$ cat src/rtl/vram_write_arbiter.sv
// VRAM write-port arbiter: round-robin between requesters A/B plus a full-RAM clear sequencer.
// Latency: 1 clk acceptance->ram_we; ready is combinational and drops to 0 for both requesters while clearing.
module vram_write_arbiter #(
    parameter int addr_width = 10,
    parameter int data_width = 8
) (
    input  logic                  clk,
    input  logic                  rst,
    input  logic                  a_valid,
    input  logic [addr_width-1:0] a_addr,
    input  logic [data_width-1:0] a_data,
    output logic                  a_ready,
    input  logic                  b_valid,
    input  logic [addr_width-1:0] b_addr,
    input  logic [data_width-1:0] b_data,
    output logic                  b_ready,
    input  logic                  clear_start,
    input  logic [data_width-1:0] clear_value,
    output logic                  clear_busy,
    output logic                  clear_done,
    output logic                  ram_we,
    output logic [addr_width-1:0] ram_addr,
    output logic [data_width-1:0] ram_d
);

    typedef enum logic {
        ST_ARB   = 1'b0,
        ST_CLEAR = 1'b1
    } state_t;

    localparam logic GRANT_A = 1'b0;
    localparam logic GRANT_B = 1'b1;
    localparam logic [addr_width-1:0] LAST_ADDR = {addr_width{1'b1}};

    state_t                r_state;
    state_t                w_state_nxt;
    logic                  r_last_grant;
    logic                  w_last_grant_nxt;
    logic [addr_width-1:0] r_cnt;
    logic [data_width-1:0] r_clear_value;
    logic                  w_grant_a;
    logic                  w_grant_b;
    logic                  w_clear_accept;
    logic                  w_clear_last;

    assign w_clear_last = (r_state == ST_CLEAR) && (r_cnt == LAST_ADDR);

    // last_grant only moves on contention; a lone requester does not disturb the rotation.
    always_comb begin
        w_state_nxt      = r_state;
        w_last_grant_nxt = r_last_grant;
        w_grant_a        = 1'b0;
        w_grant_b        = 1'b0;
        w_clear_accept   = 1'b0;
        case (r_state)
            ST_ARB: begin
                if (clear_start) begin
                    w_clear_accept = 1'b1;
                    w_state_nxt    = ST_CLEAR;
                end else if (a_valid && b_valid) begin
                    if (r_last_grant == GRANT_B) begin
                        w_grant_a        = 1'b1;
                        w_last_grant_nxt = GRANT_A;
                    end else begin
                        w_grant_b        = 1'b1;
                        w_last_grant_nxt = GRANT_B;
                    end
                end else if (a_valid) begin
                    w_grant_a = 1'b1;
                end else if (b_valid) begin
                    w_grant_b = 1'b1;
                end
            end
            ST_CLEAR: begin
                if (w_clear_last) begin
                    w_state_nxt = ST_ARB;
                end
            end
            default: begin
                w_state_nxt = ST_ARB;
            end
        endcase
    end

    assign a_ready    = w_grant_a;
    assign b_ready    = w_grant_b;
    assign clear_busy = (r_state == ST_CLEAR);

    always_ff @(posedge clk or posedge rst) begin
        if (rst) begin
            r_state       <= ST_ARB;
            r_last_grant  <= GRANT_B;
            r_cnt         <= '0;
            r_clear_value <= '0;
        end else begin
            r_state      <= w_state_nxt;
            r_last_grant <= w_last_grant_nxt;
            if (w_clear_accept) begin
                r_clear_value <= clear_value;
            end
            if (r_state == ST_CLEAR) begin
                r_cnt <= r_cnt + 1'b1;
            end
        end
    end

    // Write port registers; clear_done rides alongside the final fill write.
    always_ff @(posedge clk or posedge rst) begin
        if (rst) begin
            ram_we     <= 1'b0;
            ram_addr   <= '0;
            ram_d      <= '0;
            clear_done <= 1'b0;
        end else begin
            ram_we     <= w_grant_a || w_grant_b || (r_state == ST_CLEAR);
            clear_done <= w_clear_last;
            if (w_grant_a) begin
                ram_addr <= a_addr;
                ram_d    <= a_data;
            end else if (w_grant_b) begin
                ram_addr <= b_addr;
                ram_d    <= b_data;
            end else if (r_state == ST_CLEAR) begin
                ram_addr <= r_cnt;
                ram_d    <= r_clear_value;
            end
        end
    end

endmodule

$ cat config.mk
export PLATFORM = sky130hd
export DESIGN_NAME = vram_write_arbiter
export DESIGN_NICKNAME = d
export VERILOG_FILES = /design/src/rtl/vram_write_arbiter.sv
export SDC_FILE = /design/constraint.sdc
export NUM_CORES = 1
export LEC_CHECK = 0
export ABC_AREA = 1
export BUFFER_PORTS_ARGS = -buffer_cell sky130_fd_sc_hd__buf_2
export CAP_MARGIN = 20
export CORE_MARGIN = 1.5
export CORE_UTILIZATION = 45
export CTS_CLUSTER_SIZE = 40
export DETAILED_ROUTE_END_ITERATION = 12
export PLACE_DENSITY_LB_ADDON = 0.15
export SLEW_MARGIN = 10
export SYNTH_ARGS = -nofsm -noshare
export SYNTH_HDL_FRONTEND = slang
export SYNTH_SLANG_ARGS = --single-unit
$ cat constraint.sdc
create_clock -name clk -period 1.5 [get_ports clk]
set_input_delay 0 -clock clk [delete_from_list [all_inputs] [get_ports clk]]
set_output_delay 0 -clock clk [all_outputs]
set_load 0.01 [all_outputs]
==> results.py <==
metrics = {
    "sta": {
        "rsz0062_at_grt": "yes",
        "post-route-period-util_pct": 97.8,
        "fmax_mhz": 682,
        "finalHoldWorstSlack_ps": 15.8,
        "finalClockSkew_ps": 7.44,
        "maxSlewViolCount": 0,
        "finalHoldViolations": 0,
        "finalSetupViolCount": 0,
        "fin_crit_ps": 1470,
        "slew_headroom_pct": 66.0,
        "fin_ws_ps": 32.7,
        "worstMarginPinSlew_ps": 510,
    },
    "grt": {
        "overflow": 0,
        "grt_pass1_wl_um": 8730,
        "grt_usage_pct": 21.4,
        "antenna_found_initial": 0,
        "grt_pass1_vias": 1818,
        "grt_max_degree": 45,
    },
    "routing": {
        "drt_first_pass_iters": 4,
        "drt_iter0_markers": 177,
        "vias_per_cell": 5.39,
        "vias": 2071,
        "drt_wl_total_um": 5750,
        "ant_nets": 0,
        "drc_errors": 0,
        "drt-wirelength-per-cell_um": 15.0,
    },
    "cells_and_area": {
        "stdcell_count": 384,
        "antenna_cells": 0,
        "area_growth_pct": 35.8,
        "fin_nets": 379,
        "drive_gt1_share_pct": 41.8,
    },
    "power_and_ir_drop": {
        "leakagePower_nw": 1.56,
        "powerDensity_mw_per_mm2": 1030,
        "vdd_ir_drop_max_mv": 0.628,
    },
    "clock_tree": {
        "cts_buffers": 5,
        "cts_buffer_depth": 2,
        "tritoncts": "yes",
        "clock_latency_ps": 290,
        "cts_sinks": 40,
        "htree_levels": 2,
        "cts-root-buf": "clkbuf_8",
        "path_clk_slew_ps": 80,
    },
    "place": {
        "dp_worst_setup_slack_ps": -13.8,
        "dpl.hpwl_um": 3700,
        "place_congestion": 0.848,
        "place_inst": 362,
        "port_buffers": 71,
    },
    "worst_setup_path": {
        "critPathMaxFanout": 11,
        "worstPathArrival_ps": 1650,
        "cp_top_family": "simple AND/OR/NAND/NOR gates",
        "crit_path_end_kind": "register",
        "cp_data_required_time_ps": 1680,
        "crit_type": "reg -> reg",
        "path_cells": "inv_2 -> nand2_2 -> nand3_4 -> clkbuf_16 -> or2_2 -> nand3_2 -> nand2_1",
        "critPathBufInv": 2,
        "startpoint_type": "register",
        "crit_slowest_cell": "dfstp_2",
        "max_stage_delay_ps": 550,
    },
    "synth": {
        "synth_top_area_share_pct": 45.1,
        "ys_ff_latch": 40,
        "syn_nets": 296,
        "synth_xor_area_share_pct": 3.64,
        "synthTopCellsByArea": "dfrtp_1, nand4_1, nand3_1",
        "yosys.area_share.simple_pct": 38.1,
        "muxShareOfSynthArea_pct": 4.16,
        "avgSynthCellArea_um2": 8.80,
        "syn_area_mm2": 0.00217,
        "synth.distinct_cells": 22,
        "seq_area_frac_synth_pct": 46.3,
        "synth-adder-area-share_pct": 0.578,
        "syn_inst": 246,
        "synth_top_family_by_area": "simple AND/OR/NAND/NOR gates",
        "synth-compound-area-share_pct": 0,
        "synth_top_cell_by_area": "dfrtp_1",
        "ys_warn_count": 0,
    },
    "floorplanning": {
        "fp.dieH_um": 72.4,
        "die_width_um": 72.4,
        "start_util_pct": 46.2,
        "dieArea_mm2": 0.00524,
        "num_rows": 25,
        "ios": 72,
        "core_area_mm2": 0.00469,
    },
    "flow_run": {
        "max-cap-violations": 0,
    },
    "worst_hold_path": {
        "hp-class": "in -> reg",
    },
    "run_status": {
        "outcome": "finished clean",
    },
}
==> sequential cells by signal, summed over array words and instances (netlist names) <==
name and count:
r_last_grant 1, clear_busy 1, ram_we 1, ram_d 8, clear_done 1, r_cnt 10, r_clear_value 8, ram_addr 10
==> final cells by class <==
type / count / area (um^2)
Clock buffer: 8 / 100
Fill cell: 436 / 1750
Inverter: 11 / 41.3
Multi-Input combinational cell: 177 / 1100
Sequential cell: 40 / 1000
Tap cell: 54 / 67.6
Timing Repair Buffer: 94 / 629
==> cell usage in the layout (no fill, tap or decap), drive strengths merged <==
cell type     n
buf          82
nand4        37
mux2          8
ha            1
or2          18
dfstp         1
nand2        53
xnor2         3
nor2          7
nand3        44
dfrtp        39
inv          11
dlygate4sd3  10
xor2          6
clkbuf       10
==> per-layer routing <==
metal / vias to the layer above / track usage, % / part of all wire (%)
li1: 1019 / - / -
met1: 991 / 32.3 / 46
met2: 54 / 32.1 / 48
met3: 7 / 3.33 / 4.8
met4: 0 / 5.66 / 1.2
met5: - / 0 / 0
==> where the power goes <==
group	switching (W)	internal (W)	leakage, nW	total (W)
clock network	0.000367	0.000420	0.0515	0.000787
registers	0.000198	0.00130	0.503	0.00150
logic	0.000399	0.000342	1.00	0.000741
==> worst min-delay path: cells and delay by family <==
family	cells	cell delay [ps]
buf+inv	1	70
simple gates	3	200
==> kinds of logic after synthesis <==
family,Yosys count
buffers and inverters,30
XOR/XNOR,9
adder cells (fa/ha/maj),1
AND/OR/NAND/NOR,158
multiplexers,8
flip-flops,40
==> final timing paths <==
kind | from | endpoint | slack (ps) | cells past startpoint
worst max-delay path | r_last_grant | ram_addr[3] | 30 | 7
worst min-delay path | a_data[4] | ram_d[4] | 20 | 4
worst max register to register | r_last_grant | ram_addr[3] | 30 | 7
worst min register to register | r_last_grant | r_last_grant | 510 | 2
max in group asynchronous | rst | clear_busy | 760 | 4
min in group asynchronous | rst | ram_d[4] | 370 | 4
==> Yosys cell counts <==
library cell / instances
or2_2: 16
dfstp_2: 1
nand2_1: 52
buf_1: 1
nor2_8: 1
nor2_1: 6
ha_1: 1
mux2_2: 8
xor2_1: 6
xnor2_1: 3
nand4_1: 37
inv_1: 11
or2_0: 2
nand3_1: 40
buf_4: 4
nand3_4: 1
dfrtp_1: 39
buf_2: 5
clkbuf_1: 6
buf_6: 3
nand2_2: 1
nand3_2: 2
==> what timing repair did <==
item	4_1_cts	5_1_grt
buffers inserted	0	1
hold buffers	10	0
gates cloned	0	3
pin swaps	0	1
endpoints found under the hold margin	48	0
setup endpoints to repair	2	29
gates resized for setup	1	20
==> per-stage QoR <==
step           utilization, %  total power [W]  TNS [ps]  cell area (um^2)
2_1_floorplan               -          0.00190         0              2170
3_3_place_gp             55.1          0.00219         0              2590
3_5_place_dp             55.1          0.00221     -13.8              2590
4_1_cts                  59.4          0.00302         0              2790
5_1_grt                  62.7          0.00321      -125              2940
6_report                 62.7          0.00303         0              2940
Note: power is estimated with default switching activity, not from simulation.
